File: config.mk
export PLATFORM = sky130hd
export DESIGN_NAME = jtkiwi_vout
export DESIGN_NICKNAME = d
export VERILOG_FILES = /design/src/rtl/jtkiwi_vout.sv
export SDC_FILE = /design/constraint.sdc
export NUM_CORES = 1
export LEC_CHECK = 0
export ABC_AREA = 1
export CAP_MARGIN = 20
export CORE_ASPECT_RATIO = 0.75
export CORE_MARGIN = 2
export CORE_UTILIZATION = 40
export DETAILED_ROUTE_END_ITERATION = 8
export GPL_ROUTABILITY_DRIVEN = 0
export PLACE_DENSITY = 0.68
export SLEW_MARGIN = 20
export SYNTH_ARGS = -nofsm -noshare
export SYNTH_HDL_FRONTEND = slang
export SYNTH_SLANG_ARGS = --single-unit
export TNS_END_PERCENT = 100
File: constraint.sdc
create_clock -name clk -period 2.13 [get_ports clk]
set_input_delay 0.213 -clock clk [delete_from_list [all_inputs] [get_ports clk]]
set_output_delay 0.213 -clock clk [all_outputs]
set_load 0.02 [all_outputs]
File: src/rtl/jtkiwi_vout.sv
// Video output stage: realigns timing to mixer colour, expands RGB555 to RGB888 with blanking, counts lines and frames; define JTKIWI_SCANLINE_EN for odd-line dimming.
// Latency: timing DLY pixel enables, colour 1 pixel enable.
// Backpressure: none; every register holds while pxl_cen is low.
module jtkiwi_vout #(
    parameter int DLY = 2
) (
    input  logic       clk,
    input  logic       rst_n,
    input  logic       pxl_cen,
    input  logic       LHBL,
    input  logic       LVBL,
    input  logic       HS,
    input  logic       VS,
    input  logic [4:0] red,
    input  logic [4:0] green,
    input  logic [4:0] blue,
    input  logic       scan_en,
    output logic       LHBL_dly,
    output logic       LVBL_dly,
    output logic       HS_dly,
    output logic       VS_dly,
    output logic       de,
    output logic [7:0] r8,
    output logic [7:0] g8,
    output logic [7:0] b8,
    output logic [7:0] frame_cnt,
    output logic [8:0] lines_frame
);

    typedef struct packed {
        logic lhbl;
        logic lvbl;
        logic hs;
        logic vs;
    } timing_t;

    timing_t    dly_line [DLY];
    logic       hs_prev;
    logic       vs_prev;
    logic       hs_rise;
    logic       vs_rise;
    logic       odd;
    logic [8:0] line_cnt;
    logic [7:0] r_nx;
    logic [7:0] g_nx;
    logic [7:0] b_nx;

    // Replicating the top bits makes full scale map to 255 exactly.
    function automatic logic [7:0] expand(input logic [4:0] x);
        return {x, x[4:2]};
    endfunction

`ifdef JTKIWI_SCANLINE_EN
    logic dim;

    function automatic logic [7:0] shade(input logic [7:0] v, input logic en);
        return en ? v - {2'b00, v[7:2]} : v;
    endfunction

    assign dim = scan_en & odd;
`else
    logic unused_scan;
    assign unused_scan = scan_en;
`endif

    always_ff @(posedge clk or negedge rst_n) begin
        if (!rst_n) begin
            for (int i = 0; i < DLY; i++) dly_line[i] <= '0;
        end else if (pxl_cen) begin
            dly_line[0] <= {LHBL, LVBL, HS, VS};
            for (int i = 1; i < DLY; i++) dly_line[i] <= dly_line[i-1];
        end
    end

    assign LHBL_dly = dly_line[DLY-1].lhbl;
    assign LVBL_dly = dly_line[DLY-1].lvbl;
    assign HS_dly   = dly_line[DLY-1].hs;
    assign VS_dly   = dly_line[DLY-1].vs;
    assign de       = LHBL_dly & LVBL_dly;

    always_comb begin
        r_nx = '0;
        g_nx = '0;
        b_nx = '0;
        if (de) begin
`ifdef JTKIWI_SCANLINE_EN
            r_nx = shade(expand(red),   dim);
            g_nx = shade(expand(green), dim);
            b_nx = shade(expand(blue),  dim);
`else
            r_nx = expand(red);
            g_nx = expand(green);
            b_nx = expand(blue);
`endif
        end
    end

    always_ff @(posedge clk or negedge rst_n) begin
        if (!rst_n) begin
            r8 <= '0;
            g8 <= '0;
            b8 <= '0;
        end else if (pxl_cen) begin
            r8 <= r_nx;
            g8 <= g_nx;
            b8 <= b_nx;
        end
    end

    assign hs_rise = HS_dly & ~hs_prev;
    assign vs_rise = VS_dly & ~vs_prev;

    // A frame boundary overrides a coincident line start.
    always_ff @(posedge clk or negedge rst_n) begin
        if (!rst_n) begin
            hs_prev     <= 1'b0;
            vs_prev     <= 1'b0;
            line_cnt    <= '0;
            odd         <= 1'b0;
            frame_cnt   <= '0;
            lines_frame <= '0;
        end else if (pxl_cen) begin
            hs_prev <= HS_dly;
            vs_prev <= VS_dly;
            if (vs_rise) begin
                lines_frame <= line_cnt;
                line_cnt    <= '0;
                odd         <= 1'b0;
                frame_cnt   <= frame_cnt + 8'd1;
            end else if (hs_rise) begin
                if (line_cnt != 9'h1FF) line_cnt <= line_cnt + 9'd1;
                odd <= ~odd;
            end
        end
    end

endmodule

==> results of run 1 <==
## metal layers
layer  vias up  track usage, %  routed length (microns)
met2        38            24.5                     2130
met3         7            3.50                      189
met4         0            5.64                       76
met5         -               0                        0
li1        941               -                        -
met1       816            21.9                     2220
## final cells by class
cell class / count / share of cell area [%]
clock inverter: 2 / 1.14
clock buffer: 6 / 2.69
inverter: 37 / 4.52
tap: 75 / 3.05
timing repair buffer: 73 / 23.2
sequential: 51 / 41.5
multi-input combinational: 152 / 23.9
## synth_stat cells
| cell type | n | area share [%] |
|---|---|---|
| nand3b_1 | 2 | 0.67 |
| clkbuf_1 | 3 | 0.50 |
| nor2_2 | 3 | 0.83 |
| buf_2 | 5 | 1.1 |
| a21oi_1 | 6 | 1.3 |
| dfrtp_1 | 51 | 57 |
| buf_4 | 9 | 3.0 |
| nand3_2 | 1 | 0.44 |
| ha_1 | 3 | 1.7 |
| inv_1 | 37 | 6.2 |
| nand2_2 | 2 | 0.56 |
| o21ai_0 | 34 | 7.6 |
| nand2_1 | 51 | 8.5 |
| nand3_1 | 27 | 6.0 |
| xnor2_1 | 1 | 0.39 |
| nand4_1 | 4 | 1.1 |
| xor2_1 | 2 | 0.78 |
| nor2_1 | 14 | 2.3 |
| nor3_1 | 2 | 0.44 |
## how the worst max path moves through the flow
stage | endpoint | slack, ns | depth (start not counted)
2_1_floorplan | line_cnt[6] | 0.50 | 11
3_3_place_gp | line_cnt[6] | 0.32 | 11
3_5_place_dp | line_cnt[6] | 0.27 | 11
4_1_cts | line_cnt[6] | 0.24 | 11
5_1_grt | line_cnt[6] | 0.06 | 11
6_report | line_cnt[6] | 0.26 | 11
## critical path, delay by kind of cell (launching register included)
kind / cells / cell delay [ns]
AO/OA/AOI/OAI: 1 / 0.16
flip-flops: 1 / 0.41
AND/OR/NAND/NOR: 8 / 0.81
adder cells (fa/ha/maj): 2 / 0.38
## placed cells by master, fill, tap and decap left out
cell type,instances
nor2_1,14
nand3_1,27
o21ai_0,34
buf_4,5
nor2_2,3
clkdlybuf4s50_1,66
ha_1,3
inv_1,37
bufinv_16,1
clkinv_2,1
dfrtp_1,51
nand3_2,1
nor3_1,2
clkbuf_8,6
nand2_1,51
buf_2,1
a21oi_1,6
nand2_2,2
xnor2_1,1
nand4_1,4
dlygate4sd3_1,1
nand3b_1,2
xor2_1,2
## metrics by stage
step | power [mW] | util (%)
6_report | 2.70 | 57.1
5_1_grt | 2.86 | 57.1
4_1_cts | 2.74 | 57.1
3_5_place_dp | 2.04 | 54.8
3_3_place_gp | 2.02 | 54.8
2_1_floorplan | 1.66 | -
## logic make-up after synthesis
| kind of cell | count (synthesis) |
|---|---|
| AND/OR/NAND/NOR | 106 |
| buffers and inverters | 54 |
| flip-flops | 51 |
| AO/OA/AOI/OAI | 40 |
| XOR/XNOR | 3 |
| adder cells (fa/ha/maj) | 3 |
## where the power goes
group / total [mW] / switching, mW / internal [mW]
Clock: 0.693 / 0.313 / 0.380
Sequential: 1.24 / 0.130 / 1.11
Combinational: 0.766 / 0.411 / 0.356
## state kept, by name, summed over array words and instances (netlist names)
register     count
r8               5
LVBL_dly         1
frame_cnt        8
vs_prev          1
VS_dly           1
line_cnt         9
dly_line         4
b8               5
hs_prev          1
g8               5
HS_dly           1
lines_frame      9
LHBL_dly         1
## timing repair
item                                   4_1_cts  5_1_grt
setup endpoints to repair                    0        0
endpoints found under the hold margin       22        0
hold buffers                                 1        0
setup buffers                                0        0
==> impl_metrics.toml, run 1 <==
[clocking]
cts_tree = "done"
cts_buffer_depth = 2
clkSlewWorstSetupHoldPaths_ns = 0.09
cts_buffers = 5
htree_levels = 2
clkLatencyLatePin_ns = 0.30
cts_sinks = 51
root_buffer = "clkbuf_8"
cts_resized = 0

[setup_path]
rr_worst_depth = 11
timing.rr.end = "line_cnt[6]"
crit_path_max_incr_delay_ns = 0.41
cpMaxStageDelayCell = "dfrtp_1"
critPathLaunchType = "register"
cp-end-kind = "register"
cp.arrival_ns = 2.07
r2r_slack_ns = 0.26
worstSetupStartpoint = "line_cnt[0]"
crit_top_cell = "nor2_1"
worstPathMaxFanout = 10
cp_data_required_time_ns = 2.32
critical_path.cell_chain = "ha_1, nand3_1, nor2_1, nand2_1, nor2_1, ha_1, nor2_1, nand2_1, nand2_2, a21oi_1, nor2_1"
rr_startpoint = "line_cnt[0]"
critical_path_class = "register to register"

[global_route]
overflow = 0
grt_pass1_wl_mm = 8.05
grt_max_degree = 48
grt_pass1_vias = 1686
antenna_found_initial = 0
grt_use_total_pct = 15.8

[timing]
slew_violations = 0
hold_viol = 0
post-route-min-period_ns = 1.87
hold_slack_ns = 0.421
tightestPinTransition_ns = 0.535
slew_headroom_pct = 64.3
setup-tns-final_ns = 0
fin_skew_ns = 0.00641
finalWorstSetupSlack_ns = 0.256
finalSetupViolCount = 0
rsz0062_at_grt = "no"
max_freq_mhz = 534
fin_crit_sh_pct = 88.0

[placed_design]
hpwl_mm = 3.33
placed_area_sq_mm = 0.00295
io_buffers = 67
dp_cells = 387
place_ws_ns = 0.274

[status]
run_status = "finished, final reports clean"

[detailed_routing]
drcViolationCount = 0
wl_mm = 4.62
vias_per_cell = 4.55
drtIter0Drc = 74
drt.antenna.violating_nets = 0
wl_per_cell_microns = 11.7
dr.pass1.iters = 4
vias = 1802

[logic_synthesis]
ys_ff_latch = 51
ys_seq_area_share_pct = 56.6
synth_compound_area_share_pct = 8.88
syn_nets = 283
synth_area_sq_mm = 0.00225
synth_xor_xnor_area_share_pct = 1.17
syn_avg_cell_area_sq_um = 8.77
synth_top_family_by_area = "simple AND/OR/NAND/NOR gates"
yosysWarnings = 0
synthAdderAreaFrac_pct = 1.67
synthMuxAreaShare_pct = 0
ys_types = 19
synthCells = 257
yosys.area_share.simple_pct = 20.9

[pwr]
powerDensity_mw_per_mm2 = 880
irDropWorstVdd_v = 0.000420
p_leak_nw = 1.39

[die]
fp.dieW_microns = 90.7
die_h_microns = 69
coreArea_sq_mm = 0.00538
ios = 69
initial_utilization_pct = 41.9
die-area_sq_mm = 0.00626
rows = 23

[final_layout]
drive_above_1_share_pct = 6.23
final_cell_area_sq_mm = 0.00307
instances_no_fill = 396
nNetsFinal = 346
syn_to_final_growth_pct = 36.4
multiInputGateArea_sq_um = 734
ff_latch_area_sq_mm = 0.00128
nFillCells = 499
num_antenna_cells = 0

[hold_path]
hp-class = "input pin to asynchronous set/reset pin"

[job]
maxCapViolations = 0
Note: power is estimated with default switching activity, not from simulation.
==> run 2: changes to the inputs <==
--- a/config.mk
+++ b/config.mk
@@ -7,7 +7,7 @@
 export LEC_CHECK = 0
 export ABC_AREA = 1
 export CAP_MARGIN = 20
-export CORE_ASPECT_RATIO = 0.75
+export CORE_ASPECT_RATIO = 1.2
 export CORE_MARGIN = 2
 export CORE_UTILIZATION = 40
 export DETAILED_ROUTE_END_ITERATION = 8
==> run 2 against run 1 <==
Effect of this change: sequential cell count did not move; first-iteration DRC count down 19%; register-to-register slack is essentially flat; largest cell class unchanged; sequential share of layout area increased by 0.63 points; critical path depth did not move; via count increased by 0.94%; clock power shrank 19%.
==> impl_metrics.toml, run 2 (same netlist as run 1, synthesis figures left out) <==
[setup_path]
critPathLaunchType = "register"
worstPathMaxFanout = 10
cpMaxStageDelayCell = "dfrtp_1"
cp.arrival_ns = 2.09
worstSetupStartpoint = "line_cnt[0]"
cp_data_required_time_ns = 2.33
cp_num_cells = 11
rr_startpoint = "line_cnt[0]"
rr_worst_depth = 11
crit_path_max_incr_delay_ns = 0.42
worstSetupEndpoint = "line_cnt[6]"
r2r_slack_ns = 0.24
path_buf_inv = 0
critical_path_class = "register to register"
timing.rr.end = "line_cnt[6]"
critical_path.cell_chain = "ha_1, nand3_1, nor2_1, nand2_1, nor2_1, ha_1, nor2_1, nand2_1, nand2_2, a21oi_1, nor2_1"
cpLargestDelayFamily = "simple AND/OR/NAND/NOR gates"
cp-end-kind = "register"
crit_top_cell = "nor2_1"

[clocking]
cts_resized = 0
cts_buffer_depth = 2
htree_levels = 2
clkLatencyLatePin_ns = 0.30
ctsHoldBuffers = 1
clkSlewWorstSetupHoldPaths_ns = 0.09
cts_sinks = 51
root_buffer = "clkbuf_8"
cts_buffers = 5
cts_tree = "done"
post_cts_buffers = 0

[detailed_routing]
drtIter0Drc = 60
wl_mm = 4.77
drt.antenna.violating_nets = 0
wl_per_cell_microns = 12.5
drcViolationCount = 0
dr.pass1.iters = 4
vias = 1819
vias_per_cell = 4.76

[pwr]
p_leak_nw = 1.37
powerDensity_mw_per_mm2 = 852
irDropWorstVdd_v = 0.000367
p_total_mw = 2.58

[die]
ios = 69
rows = 29
initial_utilization_pct = 42.0
die-area_sq_mm = 0.00625
coreArea_sq_mm = 0.00537
fp.dieW_microns = 72.5
die_h_microns = 86.2

[job]
maxCapViolations = 0

[timing]
fin_skew_ns = 0.00716
rsz0062_at_grt = "no"
tightestPinTransition_ns = 0.378
finalSetupViolCount = 0
slew_headroom_pct = 74.8
fin_crit_sh_pct = 88.5
setup-tns-final_ns = 0
finalWorstSetupSlack_ns = 0.244
hold_slack_ns = 0.334
post-route-min-period_ns = 1.89
slew_violations = 0
hold_viol = 0
max_freq_mhz = 530

[status]
run_status = "finished, final reports clean"

[placed_design]
place_ws_ns = 0.263
io_buffers = 67
hpwl_mm = 3.51
dp_cells = 374
placed_area_sq_mm = 0.00293

[hold_path]
hp-class = "input pin to asynchronous set/reset pin"

[final_layout]
syn_to_final_growth_pct = 34.4
drive_above_1_share_pct = 5.94
nNetsFinal = 346
multiInputGateArea_sq_um = 734
utilization_pct = 56.4
nFillCells = 487
final_cell_mix = "clkdlybuf4s50_1 (66), dfrtp_1 (51), nand2_1 (51), inv_1 (37), o21ai_0 (34)"
num_antenna_cells = 0
instances_no_fill = 382
ff_latch_area_sq_mm = 0.00128
final_cell_area_sq_mm = 0.00303
final_common_cell = "clkdlybuf4s50_1"
reg_top3 = "line_cnt (9), lines_frame (9), frame_cnt (8)"

[global_route]
overflow = 0
grt_max_degree = 47
grt_use_total_pct = 16.8
antenna_found_initial = 0
grt_pass1_vias = 1771
grt_pass1_wl_mm = 8.08
==> run 2: cell count changes in the layout (fill, tap and decap cells not counted), sizes merged <==
cell,previous run,this run
bufinv,1,0
==> run 2: final cells by class <==
cell class	instances	area share, %
clock buffer	6	2.73
clock inverter	1	0.165
inverter	37	4.59
multi-input combinational	152	24.3
sequential	51	42.1
tap	62	2.56
timing repair buffer	73	23.6
==> run 2: how the worst min path moves through the flow <==
| stage | startpoint | endpoint | slack, ns | cells past startpoint |
|---|---|---|---|---|
| after detailed placement | rst_n | g8[5] | 0.13 | 1 |
| final | rst_n | g8[5] | 0.33 | 2 |
| after global routing | rst_n | g8[5] | 0.36 | 2 |
| after CTS | rst_n | g8[5] | 0.33 | 2 |
| after floorplan | rst_n | HS_dly | -0.08 | 0 |
| after global placement | rst_n | r8[4] | 0.13 | 1 |
==> run 2: routing by layer <==
metal | share of wire, % | global-route usage (%) | vias up
met3 | 5.1 | 4.42 | 5
met5 | 0 | 0 | -
li1 | - | - | 935
met4 | 1.4 | 6.73 | 0
met1 | 44 | 21.0 | 836
met2 | 50 | 27.6 | 43
==> run 2: where the power goes <==
part	switching, mW	leakage, nW	internal, mW
logic	0.412	0.661	0.356
clock network	0.307	0.0470	0.256
registers	0.135	0.663	1.11
==> run 3: changes to the inputs <==
--- a/config.mk
+++ b/config.mk
@@ -10,6 +10,7 @@
 export CORE_ASPECT_RATIO = 1.2
 export CORE_MARGIN = 2
 export CORE_UTILIZATION = 40
+export CTS_CLUSTER_SIZE = 20
 export DETAILED_ROUTE_END_ITERATION = 8
 export GPL_ROUTABILITY_DRIVEN = 0
 export PLACE_DENSITY = 0.68
==> results of run 3 <==
Same layout as run 2: the final DEF is identical, and so are final timing and power.
